$ cat src/rtl/ysyx_22050612_ifu_pipe_if.sv
// Fetch-unit bus bundle: redirect input, imem request/response channel and
// the decode-side instruction handshake, plus the architectural fetch PC.
interface ysyx_22050612_ifu_pipe_if #(
  parameter int XLEN   = 64,
  parameter int INST_W = 32
);
  logic              redirect_valid;
  logic [XLEN-1:0]   redirect_pc;
  logic              imem_req_valid;
  logic              imem_req_ready;
  logic [XLEN-1:0]   imem_req_addr;
  logic              imem_rsp_valid;
  logic [INST_W-1:0] imem_rsp_data;
  logic              inst_valid;
  logic              inst_ready;
  logic [INST_W-1:0] inst;
  logic [XLEN-1:0]   inst_pc;
  logic [XLEN-1:0]   pc;

  modport master (
    input  redirect_valid, redirect_pc, imem_req_ready, imem_rsp_valid,
           imem_rsp_data, inst_ready,
    output imem_req_valid, imem_req_addr, inst_valid, inst, inst_pc, pc
  );

  modport slave (
    output redirect_valid, redirect_pc, imem_req_ready, imem_rsp_valid,
           imem_rsp_data, inst_ready,
    input  imem_req_valid, imem_req_addr, inst_valid, inst, inst_pc, pc
  );
endinterface

$ cat src/rtl/ysyx_22050612_ifu_pipe.sv
// Instruction-fetch unit: one outstanding imem request, a single-entry
// instruction register toward decode, and redirect handling with stale-response drain.
module ysyx_22050612_ifu_pipe #(
  parameter int          XLEN     = 64,
  parameter int          INST_W   = 32,
  parameter logic [63:0] RESET_PC = 64'h8000_0000
) (
  input logic                       clk,
  input logic                       rst,
  ysyx_22050612_ifu_pipe_if.master  bus
);

  typedef enum logic [1:0] {
    S_REQ,
    S_WAIT,
    S_HOLD,
    S_DRAIN
  } state_e;

  localparam logic [XLEN-1:0] PC_RST     = XLEN'(RESET_PC);
  localparam logic [XLEN-1:0] ALIGN_MASK = ~XLEN'(3);

  state_e            state_q, state_d;
  logic [XLEN-1:0]   pc_q, pc_d;
  logic [XLEN-1:0]   inst_pc_q, inst_pc_d;
  logic [INST_W-1:0] inst_q, inst_d;
  logic              inst_valid_q, inst_valid_d;

  always_ff @(posedge clk) begin
    if (!rst) begin
      state_q      <= S_REQ;
      pc_q         <= PC_RST;
      inst_pc_q    <= '0;
      inst_q       <= '0;
      inst_valid_q <= 1'b0;
    end else begin
      state_q      <= state_d;
      pc_q         <= pc_d;
      inst_pc_q    <= inst_pc_d;
      inst_q       <= inst_d;
      inst_valid_q <= inst_valid_d;
    end
  end

  always_comb begin
    state_d      = state_q;
    pc_d         = pc_q;
    inst_pc_d    = inst_pc_q;
    inst_d       = inst_q;
    inst_valid_d = inst_valid_q;

    unique case (state_q)
      S_REQ: begin
        if (bus.imem_req_ready) state_d = S_WAIT;
      end
      S_WAIT: begin
        if (bus.imem_rsp_valid) begin
          inst_d       = bus.imem_rsp_data;
          inst_pc_d    = pc_q;
          inst_valid_d = 1'b1;
          state_d      = S_HOLD;
        end
      end
      S_HOLD: begin
        if (bus.inst_ready) begin
          inst_valid_d = 1'b0;
          pc_d         = pc_q + XLEN'(4);
          state_d      = S_REQ;
        end
      end
      S_DRAIN: begin
        if (bus.imem_rsp_valid) state_d = S_REQ;
      end
      default: state_d = S_REQ;
    endcase

    // Redirect overrides the per-state update; a request already accepted
    // (or still in flight) must be drained before the new target is fetched.
    if (bus.redirect_valid) begin
      pc_d         = bus.redirect_pc & ALIGN_MASK;
      inst_valid_d = 1'b0;
      inst_d       = inst_q;
      inst_pc_d    = inst_pc_q;
      unique case (state_q)
        S_REQ:   state_d = bus.imem_req_ready ? S_DRAIN : S_REQ;
        S_WAIT:  state_d = bus.imem_rsp_valid ? S_REQ : S_DRAIN;
        S_HOLD:  state_d = S_REQ;
        S_DRAIN: state_d = bus.imem_rsp_valid ? S_REQ : S_DRAIN;
        default: state_d = S_REQ;
      endcase
    end
  end

  assign bus.imem_req_valid = (state_q == S_REQ);
  assign bus.imem_req_addr  = pc_q;
  assign bus.pc             = pc_q;
  assign bus.inst_valid     = inst_valid_q;
  assign bus.inst           = inst_q;
  assign bus.inst_pc        = inst_pc_q;

endmodule
$ cat src/flat_wrapper.sv
// flat-port wrapper written by rule: the top's interface ports become plain ports
module ysyx_22050612_ifu_pipe_flat 
#(
  parameter int          XLEN     = 64,
  parameter int          INST_W   = 32,
  parameter logic [63:0] RESET_PC = 64'h8000_0000
)
  (clk, rst, bus_redirect_valid, bus_redirect_pc, bus_imem_req_ready, bus_imem_rsp_valid, bus_imem_rsp_data, bus_inst_ready, bus_imem_req_valid, bus_imem_req_addr, bus_inst_valid, bus_inst, bus_inst_pc, bus_pc);
  ysyx_22050612_ifu_pipe_if #(.XLEN(XLEN), .INST_W(INST_W)) bus_i ();
  input logic clk;
  input logic rst;
  input wire logic [$bits(bus_i.redirect_valid)-1:0] bus_redirect_valid;
  input wire logic [$bits(bus_i.redirect_pc)-1:0] bus_redirect_pc;
  input wire logic [$bits(bus_i.imem_req_ready)-1:0] bus_imem_req_ready;
  input wire logic [$bits(bus_i.imem_rsp_valid)-1:0] bus_imem_rsp_valid;
  input wire logic [$bits(bus_i.imem_rsp_data)-1:0] bus_imem_rsp_data;
  input wire logic [$bits(bus_i.inst_ready)-1:0] bus_inst_ready;
  output wire logic [$bits(bus_i.imem_req_valid)-1:0] bus_imem_req_valid;
  output wire logic [$bits(bus_i.imem_req_addr)-1:0] bus_imem_req_addr;
  output wire logic [$bits(bus_i.inst_valid)-1:0] bus_inst_valid;
  output wire logic [$bits(bus_i.inst)-1:0] bus_inst;
  output wire logic [$bits(bus_i.inst_pc)-1:0] bus_inst_pc;
  output wire logic [$bits(bus_i.pc)-1:0] bus_pc;
  assign bus_i.redirect_valid = bus_redirect_valid;
  assign bus_i.redirect_pc = bus_redirect_pc;
  assign bus_i.imem_req_ready = bus_imem_req_ready;
  assign bus_i.imem_rsp_valid = bus_imem_rsp_valid;
  assign bus_i.imem_rsp_data = bus_imem_rsp_data;
  assign bus_i.inst_ready = bus_inst_ready;
  assign bus_imem_req_valid = bus_i.imem_req_valid;
  assign bus_imem_req_addr = bus_i.imem_req_addr;
  assign bus_inst_valid = bus_i.inst_valid;
  assign bus_inst = bus_i.inst;
  assign bus_inst_pc = bus_i.inst_pc;
  assign bus_pc = bus_i.pc;
  ysyx_22050612_ifu_pipe #(.XLEN(XLEN), .INST_W(INST_W), .RESET_PC(RESET_PC)) u_core (.clk(clk), .rst(rst), .bus(bus_i));
endmodule
$ cat config.mk
export PLATFORM = sky130hd
export DESIGN_NAME = ysyx_22050612_ifu_pipe_flat
export DESIGN_NICKNAME = d
export VERILOG_FILES = /design/src/rtl/ysyx_22050612_ifu_pipe_if.sv /design/src/rtl/ysyx_22050612_ifu_pipe.sv /design/src/flat_wrapper.sv
export SDC_FILE = /design/constraint.sdc
export NUM_CORES = 1
export LEC_CHECK = 0
export ABC_AREA = 0
export CAP_MARGIN = 30
export CORE_MARGIN = 4
export CORE_UTILIZATION = 44
export DETAILED_ROUTE_END_ITERATION = 7
export PLACE_DENSITY = 0.85
export SETUP_SLACK_MARGIN = 0.1
export SKIP_LAST_GASP = 1
export SYNTH_ARGS = -nofsm -noshare
export SYNTH_HDL_FRONTEND = slang
export SYNTH_SLANG_ARGS = --single-unit
$ cat constraint.sdc
create_clock -name clk -period 3.1 [get_ports clk]
set_input_delay 0.62 -clock clk [delete_from_list [all_inputs] [get_ports clk]]
set_output_delay 0.62 -clock clk [all_outputs]
set_load 0.005 [all_outputs]
==> results.json, run 1 <==
{
  "fin_setup_tns_ps": 0,
  "timing.max_cap.violations": 0,
  "die_footprint_mm2": 0.02022,
  "route.antenna.remaining_nets": 0,
  "cts_tree": "done",
  "drc_violations_left": 0,
  "final_area_mm2": 0.01156,
  "die_x_um": 142.2,
  "cts.clk_slew.worst_paths_ps": 70,
  "drtPass1Iterations": 4,
  "synthDominantCellAreaShare_pct": 40.17,
  "critPathRequiredTime_ps": 3460,
  "synth_cell_types": 50,
  "clkSinkCount": 159,
  "hpwlAfterDp_um": 18800,
  "final-max-slew-violation-count": 0,
  "synth.area.top_cells": "sky130_fd_sc_hd__dfxtp_1 40%, sky130_fd_sc_hd__nand2_1 11%, sky130_fd_sc_hd__a21boi_0 9.2%",
  "place_area_mm2": 0.01094,
  "placementRows": 48,
  "synth_top_cells_by_count": "227 x sky130_fd_sc_hd__nand2_1, 159 x sky130_fd_sc_hd__dfxtp_1, 97 x sky130_fd_sc_hd__a21boi_0",
  "area_growth_syn_to_layout_pct": 45.90,
  "fmax_mhz": 369.3,
  "crit_type": "flop to flop",
  "synth.avg_cell_area_um2": 7.940,
  "timing_hold_violations_final": 0,
  "relSlewSlack_pct": 50.65,
  "insertion_delay_ps": 430,
  "worst_path_most_repeated_cell": "sky130_fd_sc_hd__or4_1",
  "finalWorstPathRequiredPeriod_ps": 2708,
  "synth_enable_flop_cells": 0,
  "crit_path_max_incr_delay_ps": 680,
  "timing.critical_path.slowest_stage_cell": "sky130_fd_sc_hd__or4_1",
  "core_area_mm2": 0.01748,
  "worst-endpoint-arrival_ps": 3070,
  "post_cts_hold_buffer_count": 0,
  "cell_internal_power_w": 0.003900,
  "finalClockSkew_ps": 11.87,
  "peakVddDrop_mv": 0.3869,
  "totalWireLength_um": 26280,
  "worst_slew_pin_slew_ps": 740.3,
  "synth_warn": 0,
  "htree_levels": 4,
  "outcome": "completed",
  "p_sw_w": 0.001593,
  "share_of_synthesized_flip_flops_with_an_asynchronous_set_or_reset_pct": 0,
  "timing.critical_path.from_type": "flop",
  "number_of_gates_resized_after_cts": 0,
  "synthMostInstantiatedCell": "sky130_fd_sc_hd__nand2_1",
  "synth_area_mm2": 0.007924,
  "finalNetCount": 1340,
  "drt-initial-drc-count": 606,
  "worstSetupEndpointType": "flop",
  "number_of_antenna_violations_at_the_first_check_in_global_routing": 0,
  "powerDensity_mw_per_mm2": 475.1,
  "wl_per_cell_um": 17.81,
  "ys_ff_latch": 159,
  "fraction_of_final_layout_cells_sized_beyond_drive_strength_1_pct": 6.560,
  "die_h_um": 142.2,
  "crit_path_cells": "nand2_1 -> or4_1 -> or4_1 -> buf_4 -> or2_2 -> a31oi_1",
  "comb_power_share_pct": 18.2,
  "area_of_combinational_cells_with_multiple_inputs_mm2": 0.003951,
  "postSynth.topFlopCell": "sky130_fd_sc_hd__dfxtp_1",
  "critical_path_peak_fanout": 7,
  "numCtsBuffers": 17,
  "clock_power_share_pct": 39.6,
  "global_route.usage.total_pct": 25.17,
  "power.sequential.fraction_pct": 42.2,
  "power_leakage_nw": 4.013,
  "cp_num_buf_inv": 1,
  "first_global_vias": 7699,
  "place.port_buffers": 319,
  "avgViaCountPerCell": 5.383,
  "pin_count_of_the_biggest_net_entering_global_routing": 76,
  "cts_buffer_depth": 2,
  "post_synth_inst_count": 998,
  "initial_utilization_pct": 45.34,
  "final.period_utilization_pct": 87.34,
  "swShare_pct": 29.00,
  "report.final.setup_viol": 0,
  "crit_family": "simple AND/OR/NAND/NOR gates",
  "routed-via-count": 7946,
  "rsz0062_at_grt": "no",
  "clk_root_buffer_cell": "sky130_fd_sc_hd__clkbuf_16",
  "io-pin-count": 328,
  "grt_first_pass_wirelength_um": 40920,
  "fill_count": 1462,
  "synth_area_leader_cell": "sky130_fd_sc_hd__dfxtp_1",
  "ys_seq_area_share_pct": 40.17,
  "cts_setup_buffers": 0,
  "gpl.final_weighted_congestion": 0.8586,
  "worst_hold_path_type": "flop to flop",
  "overflow": 0,
  "area.sequential_mm2": 0.003183
}
## cell usage in the layout (no fill, tap or decap), drive strengths merged, types with 9 or more instances in the layout
cell	netlist	final
dfxtp	159	159
nand3	39	39
nor2	23	23
clkbuf	61	17
nand2	227	227
a21boi	97	97
a21oi	24	24
nand4	28	28
buf	81	40
or4	9	9
nor3	18	18
inv	10	18
and3	15	15
o21ai	43	43
and4	13	13
or3	11	11
nand2b	10	10
xnor2	28	28
o211a	12	12
a211oi	10	10
clkdlybuf4s50	0	317
nor4	27	27
## stage by stage
step	std cells	setup slack, ps	total power [W]	hold WS (ps)	utilization [%]
floorplan	1003	507.6	0.002796	459.9	-
global route	1475	203.0	0.005714	482.0	66.14
CTS	1475	374.0	0.005532	465.1	66.14
global placement	1443	285.0	0.003338	449.1	62.60
detailed placement	1443	228.1	0.003362	456.1	62.60
finish	1476	392.4	0.005492	462.8	66.15
## power by group through the flow
stage	sequential [W]	combinational (W)	clock [W]
after CTS	0.00232	0.00101	0.00221
final	0.00232	0.000998	0.00218
after floorplan	0.00233	0.000469	0
after detailed placement	0.00236	0.000999	0
after global placement	0.00236	0.000980	0
after global routing	0.00234	0.00109	0.00229
## sequential cells by signal (all words and copies together) (netlist names)
| register | cells |
|---|---|
| u_core.bus.inst_pc | 62 |
| u_core.bus.inst_valid | 1 |
| u_core.state_q | 2 |
| u_core.bus.imem_req_addr | 62 |
| u_core.bus.inst | 32 |
## logic make-up (layout without fill, tap and decap cells)
| family | count (synthesis) | after routing | synth area share [%] |
|---|---|---|---|
| buffers and inverters | 153 | 400 | 10.53 |
| adders and majority gates | 1 | 1 | 0.1579 |
| muxes | 2 | 2 | 0.2527 |
| other | 1 | 7 | 0.04733 |
| and+or+nand+nor | 439 | 439 | 26.81 |
| AOI/OAI and AO/OA | 208 | 208 | 18.16 |
| DFF | 159 | 159 | 40.17 |
| xor gates and xnor gates | 35 | 35 | 3.869 |
## final cells by class
type,instances,share of cell area [%]
inverter,11,0.3571
multi-input combinational,691,34.18
clock buffer,17,3.680
sequential,159,27.53
clock inverter,15,1.667
tap,225,2.435
timing repair buffer,357,30.13
antenna,1,0.02164
## tightest hold or removal path, cell delays in order (launching register included)
cell and delay (ps):
sky130_fd_sc_hd__dfxtp_1 310, sky130_fd_sc_hd__nand2_1 40, sky130_fd_sc_hd__a21boi_0 60
## final timing paths
| path | slack [ps] | depth (start not counted) | from | endpoint |
|---|---|---|---|---|
| min reg2reg | 460 | 2 | u_core.bus.inst_pc[54] | u_core.bus.inst_pc[54] |
| max reg2reg | 390 | 6 | u_core.bus.imem_req_addr[8] | u_core.bus.imem_req_addr[25] |
| max | 390 | 6 | u_core.bus.imem_req_addr[8] | u_core.bus.imem_req_addr[25] |
| min | 460 | 2 | u_core.bus.inst_pc[54] | u_core.bus.inst_pc[54] |
## layer usage
| layer | GRT usage [%] | vias up | share of wire, % |
|---|---|---|---|
| met1 | 30.69 | 3720 | 41 |
| met4 | 7.273 | 0 | 1.6 |
| li1 | - | 3871 | - |
| met2 | 43.78 | 326 | 50 |
| met5 | 0 | - | 0 |
| met3 | 6.552 | 29 | 8.1 |
(Power assumes the default switching activity.)
==> run 2, diff against run 1 <==
--- a/config.mk
+++ b/config.mk
@@ -10,6 +10,7 @@
 export CORE_MARGIN = 4
 export CORE_UTILIZATION = 44
 export DETAILED_ROUTE_END_ITERATION = 7
+export HOLD_SLACK_MARGIN = 0.05
 export PLACE_DENSITY = 0.85
 export SETUP_SLACK_MARGIN = 0.1
 export SKIP_LAST_GASP = 1
==> results of run 2 <==
Final layout, timing and power as in run 1 (identical DEF).
==> run 3, diff against run 2 <==
--- a/config.mk
+++ b/config.mk
@@ -5,13 +5,12 @@
 export SDC_FILE = /design/constraint.sdc
 export NUM_CORES = 1
 export LEC_CHECK = 0
-export ABC_AREA = 0
+export ABC_AREA = 1
 export CAP_MARGIN = 30
-export CORE_MARGIN = 4
 export CORE_UTILIZATION = 44
 export DETAILED_ROUTE_END_ITERATION = 7
 export HOLD_SLACK_MARGIN = 0.05
-export PLACE_DENSITY = 0.85
+export PLACE_DENSITY = 0.84
 export SETUP_SLACK_MARGIN = 0.1
 export SKIP_LAST_GASP = 1
 export SYNTH_ARGS = -nofsm -noshare
==> results.json, run 3 <==
{
  "relSlewSlack_pct": 48.28,
  "die_h_um": 140.2,
  "rsz0062_at_grt": "no",
  "timing_hold_violations_final": 0,
  "htree_levels": 4,
  "critPathRequiredTime_ps": 3390,
  "placementRows": 50,
  "cts.clk_slew.worst_paths_ps": 70,
  "share_of_synthesized_flip_flops_with_an_asynchronous_set_or_reset_pct": 0,
  "cts_setup_buffers": 0,
  "area_growth_syn_to_layout_pct": 41.07,
  "synth_area_mm2": 0.008402,
  "power_consumption_w": 0.005134,
  "overflow": 0,
  "route.antenna.remaining_nets": 0,
  "outcome": "completed",
  "wl_per_cell_um": 17.29,
  "hpwlAfterDp_um": 22700,
  "powerDensity_mw_per_mm2": 433.2,
  "dpl.cell_count": 1740,
  "crit_path_cells": "nand2_1 -> inv_1 -> nand2_1 -> nor2_1 -> nand2_1 -> nor2_1 -> nand3_1 -> nand3_1 -> a21oi_1",
  "finalClockSkew_ps": 12.31,
  "ys_seq_area_share_pct": 37.89,
  "fin_setup_tns_ps": 0,
  "cp_num_buf_inv": 1,
  "mostFrequentLayoutCell": "sky130_fd_sc_hd__clkdlybuf4s50_1",
  "synth_top_cells_by_count": "264 x sky130_fd_sc_hd__nand2_1, 223 x sky130_fd_sc_hd__nor2_1, 159 x sky130_fd_sc_hd__dfxtp_1",
  "report.final.setup_viol": 0,
  "pin_count_of_the_biggest_net_entering_global_routing": 143,
  "drt-initial-drc-count": 703,
  "drtPass1Iterations": 5,
  "post_cts_hold_buffer_count": 0,
  "final.period_utilization_pct": 72.68,
  "worst_slew_pin_slew_ps": 774.9,
  "totalWireLength_um": 30640,
  "global_route.usage.total_pct": 30.88,
  "timing.critical_path.from_type": "flop",
  "core_area_mm2": 0.01871,
  "worstSetupEndpointType": "flop",
  "instances_no_fill": 1772,
  "timing.max_cap.violations": 0,
  "worst-endpoint-arrival_ps": 2540,
  "synth_warn": 0,
  "first_global_vias": 8768,
  "grt_first_pass_wirelength_um": 46990,
  "place.port_buffers": 319,
  "gpl.final_weighted_congestion": 0.9908,
  "power_leakage_nw": 4.528,
  "worst_hold_path_type": "flop to flop",
  "crit_type": "flop to flop",
  "die_x_um": 140.2,
  "timing.critical_path.slowest_stage_cell": "sky130_fd_sc_hd__nor2_1",
  "crit_family": "simple AND/OR/NAND/NOR gates",
  "peakVddDrop_mv": 0.3683,
  "insertion_delay_ps": 440,
  "post_synth_inst_count": 1290,
  "ys_ff_latch": 159,
  "numCtsBuffers": 17,
  "postSynth.topFlopCell": "sky130_fd_sc_hd__dfxtp_1",
  "synth.avg_cell_area_um2": 6.513,
  "layout_common_cells": "317 x sky130_fd_sc_hd__clkdlybuf4s50_1, 264 x sky130_fd_sc_hd__nand2_1, 222 x sky130_fd_sc_hd__nor2_1, 159 x sky130_fd_sc_hd__dfxtp_1, 138 x sky130_fd_sc_hd__o21ai_0",
  "synth.area.top_cells": "sky130_fd_sc_hd__dfxtp_1 38%, sky130_fd_sc_hd__nand2_1 12%, sky130_fd_sc_hd__nor2_1 10%",
  "synth_enable_flop_cells": 0,
  "initial_utilization_pct": 44.92,
  "io-pin-count": 328,
  "critical_path_peak_fanout": 8,
  "synth_cell_types": 33,
  "crit_path_max_incr_delay_ps": 610,
  "cts_tree": "done",
  "number_of_antenna_violations_at_the_first_check_in_global_routing": 0,
  "finalWorstPathRequiredPeriod_ps": 2253,
  "finalNetCount": 1628,
  "holdWs_ps": 490.8,
  "synthDominantCellAreaShare_pct": 37.89,
  "drc_violations_left": 0,
  "fill_count": 1674,
  "routed-via-count": 9423,
  "clkSinkCount": 159,
  "die_footprint_mm2": 0.01965,
  "n_antenna_cell": 0,
  "number_of_gates_resized_after_cts": 0,
  "fraction_of_final_layout_cells_sized_beyond_drive_strength_1_pct": 5.072,
  "worst_path_most_repeated_cell": "sky130_fd_sc_hd__nand2_1",
  "clk_root_buffer_cell": "sky130_fd_sc_hd__clkbuf_16",
  "cts_buffer_depth": 2,
  "synthMostInstantiatedCell": "sky130_fd_sc_hd__nand2_1",
  "synth_area_leader_cell": "sky130_fd_sc_hd__dfxtp_1",
  "fmax_mhz": 443.9,
  "final-max-slew-violation-count": 0,
  "avgViaCountPerCell": 5.318
}
-- run 3: cell types whose count changed in the layout (fill, tap and decap cells not counted), moves of 16 or more --
cell | previous run | this run
sky130_fd_sc_hd__nand3_1 | 38 | 62
sky130_fd_sc_hd__nor2_1 | 22 | 222
sky130_fd_sc_hd__nand4_1 | 27 | 9
sky130_fd_sc_hd__nor4_1 | 26 | 0
sky130_fd_sc_hd__a21oi_1 | 24 | 96
sky130_fd_sc_hd__buf_4 | 38 | 12
sky130_fd_sc_hd__o21ai_1 | 0 | 21
sky130_fd_sc_hd__nand2_1 | 227 | 264
sky130_fd_sc_hd__a21boi_0 | 97 | 0
sky130_fd_sc_hd__inv_1 | 9 | 119
sky130_fd_sc_hd__nor3_1 | 18 | 2
sky130_fd_sc_hd__o21ai_0 | 43 | 138
sky130_fd_sc_hd__xnor2_1 | 28 | 2
-- run 3: cells by family after synthesis --
kind of cell             count (synthesis)  synth area share [%]
flip-flops                             159                 37.89
AO/OA/AOI/OAI                          276                 16.87
buffers and inverters                  249                 14.52
adder cells (fa/ha/maj)                  1                0.1489
XOR/XNOR                                19                 1.981
AND/OR/NAND/NOR                        585                 28.55
other                                    1               0.04463
-- run 3: layer usage --
| layer | routed length, um | part of all wire (%) | track usage, % | vias to the layer above |
|---|---|---|---|---|
| li1 | - | - | - | 4515 |
| met1 | 11790 | 38 | 35.96 | 4304 |
| met2 | 14640 | 48 | 52.55 | 514 |
| met3 | 2871 | 9.4 | 8.171 | 90 |
| met4 | 1337 | 4.4 | 15.04 | 0 |
| met5 | 0 | 0 | 0 | - |
-- run 3: tightest hold or removal path, cell delays in order, from the launching register on --
cell and delay, ps:
sky130_fd_sc_hd__dfxtp_1 320, sky130_fd_sc_hd__nand2_1 60, sky130_fd_sc_hd__a211oi_1 60
-- run 3: worst paths after layout --
check | from | endpoint | slack, ps | depth (start not counted)
worst max-delay path | u_core.bus.imem_req_addr[7] | u_core.bus.imem_req_addr[61] | 850 | 9
worst min-delay path | u_core.bus.inst_valid | u_core.bus.inst_valid | 490 | 2
worst max register to register | u_core.bus.imem_req_addr[7] | u_core.bus.imem_req_addr[61] | 850 | 9
worst min register to register | u_core.bus.inst_valid | u_core.bus.inst_valid | 490 | 2
-- run 3: area by class of cell --
type                       count  area (um^2)  area share, %
multi-input combinational    887         4025          33.96
timing repair buffer         333         3313          27.95
sequential                   159         3183          26.86
inverter                     127        476.7          4.022
clock buffer                  17        425.4          3.589
tap                          234        292.8          2.470
clock inverter                15        136.4          1.151
-- run 3: through the flow --
step	utilization, %	cell area (um^2)	worst slack (ps)
after floorplan	-	8421	1483
after detailed placement	60.36	11290	599.7
after CTS	63.36	11850	826.2
after global placement	60.36	11290	658.9
final	63.36	11850	847.0
after global routing	63.36	11850	710.2
-- run 3: power breakdown --
| part | leakage [nW] | internal (W) | total [W] | switching, W |
|---|---|---|---|---|
| Combinational | 2.96 | 0.000451 | 0.000794 | 0.000343 |
| Clock | 0.272 | 0.00112 | 0.00207 | 0.000951 |
| Sequential | 1.30 | 0.00214 | 0.00227 | 0.000129 |
| Total | 4.53 | 0.00371 | 0.00513 | 0.00142 |
